===== src/rtl/cam_capture.sv =====
// OV7670 capture front-end: synchronises the camera bus into clk, keeps the Y byte
// of every YUV422 pair and emits registered luma pixels with column/row and frame/line markers.
module cam_capture #(
  parameter int WIDTH_SOBEL = 320,
  parameter int HEIGHT      = 240,
  parameter int SYNC_STAGES = 2
) (
  input  logic       clk,
  input  logic       rst_hw,
  input  logic       PCLK,
  input  logic       Href,
  input  logic       VSYNC,
  input  logic [7:0] in_pixel,
  output logic [7:0] pix_data,
  output logic       pix_valid,
  output logic       sol,
  output logic       sof,
  output logic       eol,
  output logic       frame_done,
  output logic [9:0] col,
  output logic [9:0] row,
  output logic       err_ovf
);

  typedef enum logic [1:0] {S_WAIT_VS_HI, S_WAIT_VS_LO, S_ACTIVE} state_t;
  state_t state, state_next;

  logic [SYNC_STAGES-1:0] pclk_p, href_p, vs_p;
  logic [7:0]             pix_p [SYNC_STAGES];
  logic                   pclk_d, href_d, vs_d;
  logic                   pclk_s, href_s, vs_s;
  logic [7:0]             pix_s;

  // One registered event stage between the synchronisers and the capture logic.
  logic       ev_pclk, ev_href_rise, ev_href_fall, ev_vs_rise, ev_href, ev_vs;
  logic [7:0] ev_byte;

  logic [9:0] col_cnt, row_cnt, col_eff;
  logic       phase, phase_eff, first_line, line_any, frame_any;

  assign pclk_s = pclk_p[SYNC_STAGES-1];
  assign href_s = href_p[SYNC_STAGES-1];
  assign vs_s   = vs_p[SYNC_STAGES-1];
  assign pix_s  = pix_p[SYNC_STAGES-1];

  always_ff @(posedge clk) begin
    if (rst_hw) begin
      pclk_p <= '0;
      href_p <= '0;
      vs_p   <= '0;
      for (int i = 0; i < SYNC_STAGES; i++) pix_p[i] <= '0;
      pclk_d <= 1'b0;
      href_d <= 1'b0;
      vs_d   <= 1'b0;
      ev_pclk      <= 1'b0;
      ev_href_rise <= 1'b0;
      ev_href_fall <= 1'b0;
      ev_vs_rise   <= 1'b0;
      ev_href      <= 1'b0;
      ev_vs        <= 1'b0;
      ev_byte      <= '0;
    end else begin
      pclk_p <= {pclk_p[SYNC_STAGES-2:0], PCLK};
      href_p <= {href_p[SYNC_STAGES-2:0], Href};
      vs_p   <= {vs_p[SYNC_STAGES-2:0], VSYNC};
      pix_p[0] <= in_pixel;
      for (int i = 1; i < SYNC_STAGES; i++) pix_p[i] <= pix_p[i-1];
      pclk_d <= pclk_s;
      href_d <= href_s;
      vs_d   <= vs_s;
      ev_pclk      <= pclk_s & ~pclk_d;
      ev_href_rise <= href_s & ~href_d;
      ev_href_fall <= ~href_s & href_d;
      ev_vs_rise   <= vs_s & ~vs_d;
      ev_href      <= href_s;
      ev_vs        <= vs_s;
      ev_byte      <= pix_s;
    end
  end

  always_ff @(posedge clk) begin
    if (rst_hw) state <= S_WAIT_VS_HI;
    else        state <= state_next;
  end

  always_comb begin
    state_next = state;
    // A line start in the same cycle as a byte restarts the counters before the byte lands.
    col_eff    = ev_href_rise ? 10'd0 : col_cnt;
    phase_eff  = ev_href_rise ? 1'b0  : phase;
    case (state)
      S_WAIT_VS_HI: if (ev_vs)      state_next = S_WAIT_VS_LO;
      S_WAIT_VS_LO: if (!ev_vs)     state_next = S_ACTIVE;
      S_ACTIVE:     if (ev_vs_rise) state_next = S_WAIT_VS_LO;
      default:                      state_next = S_WAIT_VS_HI;
    endcase
  end

  always_ff @(posedge clk) begin
    if (rst_hw) begin
      pix_data   <= '0;
      pix_valid  <= 1'b0;
      sol        <= 1'b0;
      sof        <= 1'b0;
      eol        <= 1'b0;
      frame_done <= 1'b0;
      col        <= '0;
      row        <= '0;
      err_ovf    <= 1'b0;
      col_cnt    <= '0;
      row_cnt    <= '0;
      phase      <= 1'b0;
      first_line <= 1'b0;
      line_any   <= 1'b0;
      frame_any  <= 1'b0;
    end else begin
      pix_valid  <= 1'b0;
      sol        <= 1'b0;
      sof        <= 1'b0;
      eol        <= 1'b0;
      frame_done <= 1'b0;
      case (state)
        S_WAIT_VS_LO: if (!ev_vs) begin
          row_cnt    <= '0;
          col_cnt    <= '0;
          phase      <= 1'b0;
          err_ovf    <= 1'b0;
          first_line <= 1'b1;
          line_any   <= 1'b0;
          frame_any  <= 1'b0;
        end
        S_ACTIVE: begin
          if (ev_vs_rise) begin
            // Frame end aborts any line in progress without an eol.
            if (frame_any) frame_done <= 1'b1;
          end else begin
            if (ev_href_rise) begin
              col_cnt  <= '0;
              phase    <= 1'b0;
              line_any <= 1'b0;
            end
            if (ev_pclk && ev_href) begin
              phase <= ~phase_eff;
              if (!phase_eff) begin
                if (col_eff < 10'(WIDTH_SOBEL)) begin
                  pix_data  <= ev_byte;
                  pix_valid <= 1'b1;
                  col       <= col_eff;
                  row       <= row_cnt;
                  sol       <= (col_eff == 10'd0);
                  sof       <= first_line && (col_eff == 10'd0);
                  col_cnt   <= col_eff + 10'd1;
                  line_any  <= 1'b1;
                  frame_any <= 1'b1;
                end else begin
                  err_ovf <= 1'b1;
                end
              end
            end
            if (ev_href_fall && line_any) begin
              eol        <= 1'b1;
              first_line <= 1'b0;
              if (row_cnt != 10'(HEIGHT - 1)) row_cnt <= row_cnt + 10'd1;
            end
          end
        end
        default: ;
      endcase
    end
  end

endmodule


===== config.mk =====
export PLATFORM = sky130hd
export DESIGN_NAME = cam_capture
export DESIGN_NICKNAME = d
export VERILOG_FILES = /design/src/rtl/cam_capture.sv
export SDC_FILE = /design/constraint.sdc
export NUM_CORES = 1
export LEC_CHECK = 0
export CORE_MARGIN = 2
export CORE_UTILIZATION = 48
export DETAILED_ROUTE_END_ITERATION = 10
export PLACE_DENSITY = 0.85
export SLEW_MARGIN = 15
export SYNTH_ARGS = -nofsm -noshare
export SYNTH_HDL_FRONTEND = slang
export SYNTH_SLANG_ARGS = --single-unit

===== constraint.sdc =====
create_clock -name clk -period 1.6 [get_ports clk]
set_input_delay 0.32 -clock clk [delete_from_list [all_inputs] [get_ports clk]]
set_output_delay 0.32 -clock clk [all_outputs]
set_load 0.02 [all_outputs]

Word level (Yosys, flattened, before mapping):

Memories as Yosys holds them, arrays and structs flattened. A register that Yosys moved wholly into a read port is not among the register bits.
Cells that the tools add are included.

* flip-flop bits (word level): 73
* bits in writable memories: 16
* word-level logic and storage cells: 123
* memories kept: 1

* mux-type cells: 48
* reduce and logical (&&, ||, !) cells: 17
* add/sub/neg operators: 2
* bitwise operators: 15
* order comparisons: 1
* equal/unequal tests: 13

Memory list
* pix_p: depth 2, bits a word 8, rd ports 2, clocked after Yosys merged registers in 1, write ports 2, RTL line 29 `logic [7:0] pix_p [SYNC_STAGES];`

Operators with widths (count)
* two-way mux 10 bit: 9
* one-hot mux 10 bit (2 select lines): 2
* two-way mux 1 bit: 26
* adder 10 x 1 -> 10 bit (second input constant): 2
* != test 2 bit (second input constant): 10
* two-way mux 8 bit: 2
* AND reduction 6 bit: 2
* logical NOT 10 bit: 1
* < comparator 10 x 9 -> 1 bit (second input constant): 1
* != test 10 x 8 -> 1 bit (second input constant): 1
* one-hot mux 1 bit (2 select lines): 5
* AND reduction 5 bit: 2
* inverter 1 bit: 9
* two-way mux 2 bit: 3
* one-hot mux 2 bit (3 select lines): 1
* AND reduction 3 bit: 2
* OR reduction 3 bit: 2
* OR reduction 6 bit: 1
* OR reduction 5 bit: 1
* bitwise AND 1 bit: 4
* AND reduction 4 bit: 1
* logical AND 1 bit: 3
* equality test 2 x 1 -> 1 bit (second input constant): 1
* equality test 2 bit (second input constant): 1
* other kinds (3): 4

Logic depth before layout (Yosys ltp):

Gate-level depths: netlist of the first run.

* depth in word-level cells: 7
* depth in mapped cells: 7
* depth with buffers taken out: 6

Worst setup path before layout of the first run:

OpenSTA, ideal clock, no wires.

* path kind: flip-flop to flip-flop
* from: reg state[1]
* to: reg row_cnt[0]
* period minus slack after synthesis: 1.530 ns
* data arrival time: 1.460 ns
* data required time: 1.529 ns
* setup time: 0.071 ns
* setup slack: 0.070 ns
* stages on the path, launching flop included: 6
* path buffers: 0
* cell sequence: dfxtp_1 > nor3b_4 > a31o_2 > nand2_1 > or3_1 > a21oi_1

* cells in the longest elaborated chain, start to end: 3
* elaborated cells on any way between the ends: 9
* classes of those cells: eq/ne: 6; mux: 1; reduce/logical: 2

Ends and longest elaborated chain
* from (decl): RTL line 26 `state_t state, state_next;`
* from (signal assigned): RTL line 83 `else state <= state_next;`
* equality test 2 bit or equality test 2 x 1 -> 1 bit (tied branches): RTL line 122 `case (state)`
* != test 2 bit (no line) or nonzero test 2 bit (tied branches)
* AND reduction 5 bit (no line)
* to (signal assigned): RTL line 163 `if (row_cnt != 10'(HEIGHT - 1)) row_cnt <= row_cnt + 10'd1;`
* to (decl): RTL line 38 `logic [9:0] col_cnt, row_cnt, col_eff;`

Several ways; a longest one is shown, not always the timed one.
A chain may end at the register's enable or synchronous reset.

Worst setup path in the final report of the first run:

* from: reg row_cnt[1]
* to: reg row_cnt[3]

* cells in the longest elaborated chain, start to end: 5
* elaborated cells on any way between the ends: 8
* classes of those cells: add/sub: 1; eq/ne: 2; mux: 4; reduce/logical: 1

Ends and longest elaborated chain
* adder 10 x 1 -> 10 bit: RTL line 163
* two-way mux 10 bit: RTL line 163
* two-way mux 10 bit: RTL line 160 `if (ev_href_fall && line_any) begin`
* two-way mux 10 bit: RTL line 133 `if (ev_vs_rise) begin`
* one-hot mux 10 bit (2 select lines): RTL line 122

Several ways; a longest one is shown, not always the timed one. The select of a mux whose other input is x is not followed.

==> impl_metrics.ini, run 1 <==
[timing]
relSlewSlack_pct = 79.8
max_freq_mhz = 658
holdWs_ns = 0.376
final-setup-viol-count = 0
slew_violations = 0
final.period_utilization_pct = 95.0
worst_slew_pin_slew_ns = 0.303
finClkSkew_ns = 0.0143
period_minus_slack_ns = 1.52
hold_violations = 0

[critical_path]
r2r_slack_ns = 0.08
cp_data_arrival_time_ns = 1.83
critPathKind = register to register
worstPathMaxFanout = 4
reg2reg_depth = 6
cp.required_ns = 1.91
cp-end-kind = register
rr_startpoint = row_cnt[1]
r2r-end = row_cnt[3]
cp-start-kind = register

[clock_tree]
clockBufferDepth = 2
cts_tree = built
cts-root-buf = clkbuf_8
cts_num_sinks = 97
clkSlewWorstSetupHoldPaths_ns = 0.10
numCtsBuffers = 9
clk_latency_ns = 0.37
htreeDepth = 3

[placement]
hpwl_mm = 5.12
gp_congestion = 0.858
portBuffers = 46
place_area_um2 = 4170

[floorplan]
pin_count = 47
core-area_um2 = 6870
die-area_um2 = 7850
die_h_um = 88.6
start_util_pct = 50.0
rows = 30
die_x_um = 88.6

[finish]
layout_common_cells = 91 x dfxtp_1, 62 x nand2_1, 43 x nor2b_1
diodes = 0
area_growth_pct = 29.0
layout_commonest_cell = dfxtp_1
nets = 459
stdcell_area_um2 = 4430
drive_above_1_share_pct = 15.8

[synthesis]
yosysWarnings = 0
netlist_area_um2 = 3430
ys_async_sr_fraction_pct = 0
syn_area_per_cell_um2 = 9.25
synth_ff_type = dfxtp_1
yosysSeqAreaShare_pct = 56.6
syn_inst = 371
yosysUniqueCellTypes = 40
synth_seq_cells = 97
synth_edf_count = 0
synth_nets = 386

[hold_path]
min_to = col_cnt[6]
holdPathStages = 3
hp-start = rst_hw
hp-class = primary input to register

[outcome]
status = complete, no violations

[routing]
drt.antenna.violating_nets = 0
routed_wl_mm = 7.64
drt_pass1_iterations = 4
drtIter0Drc = 161
drc = 0
via_per_inst = 5.23
dr_total_vias = 2848
wire_per_inst_um = 14.0

[power_and_ir_drop]
power_density_nw_per_um2 = 971
p_leak_nw = 1.82
vdd_ir_drop_max_v = 0.000607

[grt]
grt_max_degree = 31
grt_pass1_vias = 2713
grt_overflow = 0
grt_pass1_wl_mm = 12.2
antenna_found_initial = 0
grt_util_all_layers_pct = 20.2

[flow_run]
cap_violations = 0
[how the worst max path moves through the flow]
| stage | start | to | slack, ns | cells past startpoint |
|---|---|---|---|---|
| 6_report | row_cnt[1] | row_cnt[3] | 0.08 | 6 |
| 5_1_grt | state[0] | row_cnt[0] | -0.05 | 5 |
| 4_1_cts | state[1] | pix_data[4] | 0.006 | 6 |
| 3_5_place_dp | row_cnt[1] | row_cnt[3] | 0.01 | 6 |
| 3_3_place_gp | row_cnt[1] | row_cnt[3] | 0.07 | 6 |
| 2_1_floorplan | state[1] | row_cnt[0] | 0.07 | 5 |
[worst max-delay path, cell delays in order (launching register included)]
cell	delay, ns
dfxtp_2	0.35
ha_2	0.18
and3_4	0.19
nand4_1	0.13
or3b_1	0.37
xor2_1	0.14
nor2_1	0.09
[routing by layer]
| metal | up-vias | share of wire (%) | global-route usage (%) |
|---|---|---|---|
| met2 | 94 | 50 | 34.2 |
| met5 | - | 0 | 0 |
| met4 | 0 | 1.7 | 6.75 |
| li1 | 1399 | - | - |
| met1 | 1336 | 44 | 24.9 |
| met3 | 19 | 5.0 | 5.50 |
[per-stage QoR]
step           setup slack [ns]  setup TNS [ns]  std cells  utilization [%]  power [mW]
2_1_floorplan            0.0698               0        371                -        2.59
5_1_grt                 -0.0500          -0.182        545             64.5        4.46
4_1_cts                 0.00614               0        542             63.4        4.33
3_3_place_gp             0.0681               0        526             60.7        2.65
3_5_place_dp             0.0106               0        526             60.7        2.65
6_report                 0.0798               0        545             64.5        4.30
[repair_timing]
action                                  in CTS  in global routing
endpoints found under the setup margin      37                 44
hold endpoints to repair                     0                  0
setup buffers                                0                  2
gates cloned                                 0                  1
pin swaps                                    1                  4
hold buffers                                 0                  0
gates resized for setup                     37                 19
[Yosys cell counts (2+ instances only)]
cell type,number,area (µm²)
dfxtp_1,97,1940
o21ai_0,7,35.0
nand2_1,63,236
or3_1,2,12.5
nor3_1,6,30.0
clkbuf_1,12,45.0
nor3b_1,4,30.0
o21ai_1,5,25.0
and3_1,8,50.1
a21oi_1,43,215
o31ai_1,2,15.0
nor2_1,19,71.3
a41oi_1,2,17.5
buf_2,3,15.0
nand4_1,9,56.3
xor2_1,8,70.1
nand3_1,9,45.0
nor4_1,2,12.5
nand2b_1,2,12.5
nor2b_1,44,275
and2_1,2,12.5
ha_1,2,25.0
inv_1,3,11.3
[where the power goes]
part | total [mW] | switching, mW | internal [mW]
logic | 0.134 | 0.0670 | 0.0668
registers | 2.46 | 0.0152 | 2.45
clock network | 1.70 | 0.935 | 0.769
[state kept, by name (all words and copies together), names as in the netlist, 2 cells and up]
name	flops
col_cnt	10
state	2
pix_data	8
col	10
row	10
pclk_p	2
ev_byte	8
pix_p	16
vs_p	2
row_cnt	10
href_p	2
[layout make-up]
type                            instances  area, µm²
Multi-Input combinational cell        255       1460
Fill cell                             596       2440
Sequential cell                        97       1950
Inverter                                3       11.3
Tap cell                               96        120
Clock buffer                            9        124
Timing Repair Buffer                   78        673
Clock inverter                          7       93.8
[cells by family (layout without fill, tap and decap cells)]
group / Yosys count / count (layout) / share of synthesized area [%]
AO/OA/AOI/OAI: 66 / 66 / 10.7
XOR/XNOR: 8 / 8 / 2.04
adder cells (fa/ha/maj): 2 / 2 / 0.729
buffers and inverters: 19 / 97 / 2.30
flip-flops: 97 / 97 / 56.6
AND/OR/NAND/NOR: 179 / 179 / 27.7
Power figures use the tool's default switching activity.
==> run 2, diff against run 1 <==
--- a/config.mk
+++ b/config.mk
@@ -7,8 +7,10 @@
 export LEC_CHECK = 0
 export CORE_MARGIN = 2
 export CORE_UTILIZATION = 48
+export CTS_BUF_LIST = sky130_fd_sc_hd__clkbuf_16
 export DETAILED_ROUTE_END_ITERATION = 10
 export PLACE_DENSITY = 0.85
+export SKIP_LAST_GASP = 1
 export SLEW_MARGIN = 15
 export SYNTH_ARGS = -nofsm -noshare
 export SYNTH_HDL_FRONTEND = slang
==> impl_metrics.ini, run 2 (same netlist as run 1, synthesis figures left out) <==
[clock_tree]
clkSlewWorstSetupHoldPaths_ns = 0.07
cts_num_sinks = 97
clk_latency_ns = 0.34
cts-root-buf = clkbuf_16
cts_hold_buf = 0
cts_tree = built
numCtsBuffers = 9
htreeDepth = 3
clockBufferDepth = 2

[hold_path]
hp-start = pclk_d
min_to = ev_pclk
hp-class = register to register
holdPathStages = 1

[critical_path]
cp.required_ns = 1.86
rr_startpoint = state[1]
r2r-end = row[9]
reg2reg_depth = 6
cp_data_arrival_time_ns = 1.86
cp-start-kind = register
cp-end-kind = register
critPathKind = register to register
cp-startpoint = state[1]
worstPathMaxFanout = 8
r2r_slack_ns = 0.004

[flow_run]
cap_violations = 0

[floorplan]
die_x_um = 88.6
core-area_um2 = 6870
start_util_pct = 50.0
pin_count = 47
die-area_um2 = 7850
die_h_um = 88.6
rows = 30

[timing]
worst_slew_pin_slew_ns = 0.304
rsz0062_at_grt = true
final-setup-viol-count = 0
slew_violations = 0
relSlewSlack_pct = 79.7
max_freq_mhz = 626
hold_violations = 0
final.period_utilization_pct = 99.8
period_minus_slack_ns = 1.60
finClkSkew_ns = 0.00985

[finish]
layout_common_cells = 91 x dfxtp_1, 62 x nand2_1, 42 x a21oi_1
nets = 465
diodes = 0
area_growth_pct = 35.3
stdcell_area_um2 = 4650
layout_commonest_cell = dfxtp_1
largest_reg_flops = 16
drive_above_1_share_pct = 17.6
fin_cells = 551
max_flop_register = pix_p

[placement]
gp_congestion = 0.858
place_area_um2 = 4170
hpwl_mm = 5.12
portBuffers = 46
dp.cells = 526

[power_and_ir_drop]
vdd_ir_drop_max_v = 0.000828
power.total_mw = 4.87
power_density_nw_per_um2 = 1050
p_leak_nw = 2.02

[grt]
grt_max_degree = 31
antenna_found_initial = 0
grt_pass1_wl_mm = 12.3
grt_pass1_vias = 2727
grt_overflow = 0
grt_util_all_layers_pct = 20.4

[routing]
drc = 0
via_per_inst = 5.30
drtIter0Drc = 184
wire_per_inst_um = 14.5
drt_pass1_iterations = 5
dr_total_vias = 2923
routed_wl_mm = 8.01
drt.antenna.violating_nets = 0

[outcome]
status = complete, no violations
## run 2: what timing repair did
item | 4_1_cts | 5_1_grt
gates cloned | 0 | 1
pin swaps | 1 | 4
buffers inserted | 1 | 7
endpoints found under the setup margin | 24 | 56
gates resized for setup | 22 | 37
endpoints found under the hold margin | 0 | 0
## run 2: how the worst max path moves through the flow
stage	end	slack, ns	depth (start not counted)
after global placement	row_cnt[3]	0.07	6
after floorplan	row_cnt[0]	0.07	5
final	row[9]	0.004	6
after global routing	row_cnt[0]	-0.07	5
after CTS	pix_data[4]	0.0002	6
after detailed placement	row_cnt[3]	0.01	6
## run 2: layout make-up
| cell class | count | area [µm²] |
|---|---|---|
| clock buffer | 9 | 225 |
| clock inverter | 7 | 93.8 |
| fill | 537 | 2220 |
| inverter | 3 | 11.3 |
| multi-input combinational | 255 | 1480 |
| sequential | 97 | 1950 |
| tap | 96 | 120 |
| timing repair buffer | 84 | 768 |
## run 2: metal layers
metal | part of all wire, % | track usage [%] | wire (µm) | up-vias
li1 | - | - | - | 1416
met1 | 41 | 24.7 | 3260 | 1365
met2 | 50 | 35.3 | 4040 | 113
met3 | 5.6 | 5.22 | 450 | 29
met4 | 3.1 | 7.16 | 252 | 0
met5 | 0 | 0 | 0 | -
## run 2: stage by stage
stage | worst slack (ns) | utilization (%) | hold WS (ns) | setup TNS [ns]
2_1_floorplan | 0.0698 | - | 0.367 | 0
3_3_place_gp | 0.0681 | 60.7 | 0.373 | 0
3_5_place_dp | 0.0106 | 60.7 | 0.376 | 0
4_1_cts | 0.000196 | 65.2 | 0.386 | 0
5_1_grt | -0.0734 | 67.7 | 0.403 | -0.263
6_report | 0.00379 | 67.7 | 0.384 | 0
## run 2: where the power goes
part / total (mW) / internal [mW] / switching, mW
clock network: 2.27 / 1.26 / 1.01
registers: 2.46 / 2.45 / 0.0154
logic: 0.138 / 0.0682 / 0.0697
total: 4.87 / 3.78 / 1.09
## run 2: worst max-delay path, stage by stage (launching register included)
cell     delay [ns]
dfxtp_4        0.38
nor3b_4        0.29
buf_6          0.17
and3b_2        0.24
buf_4          0.19
nand2_1        0.08
a21oi_1        0.16
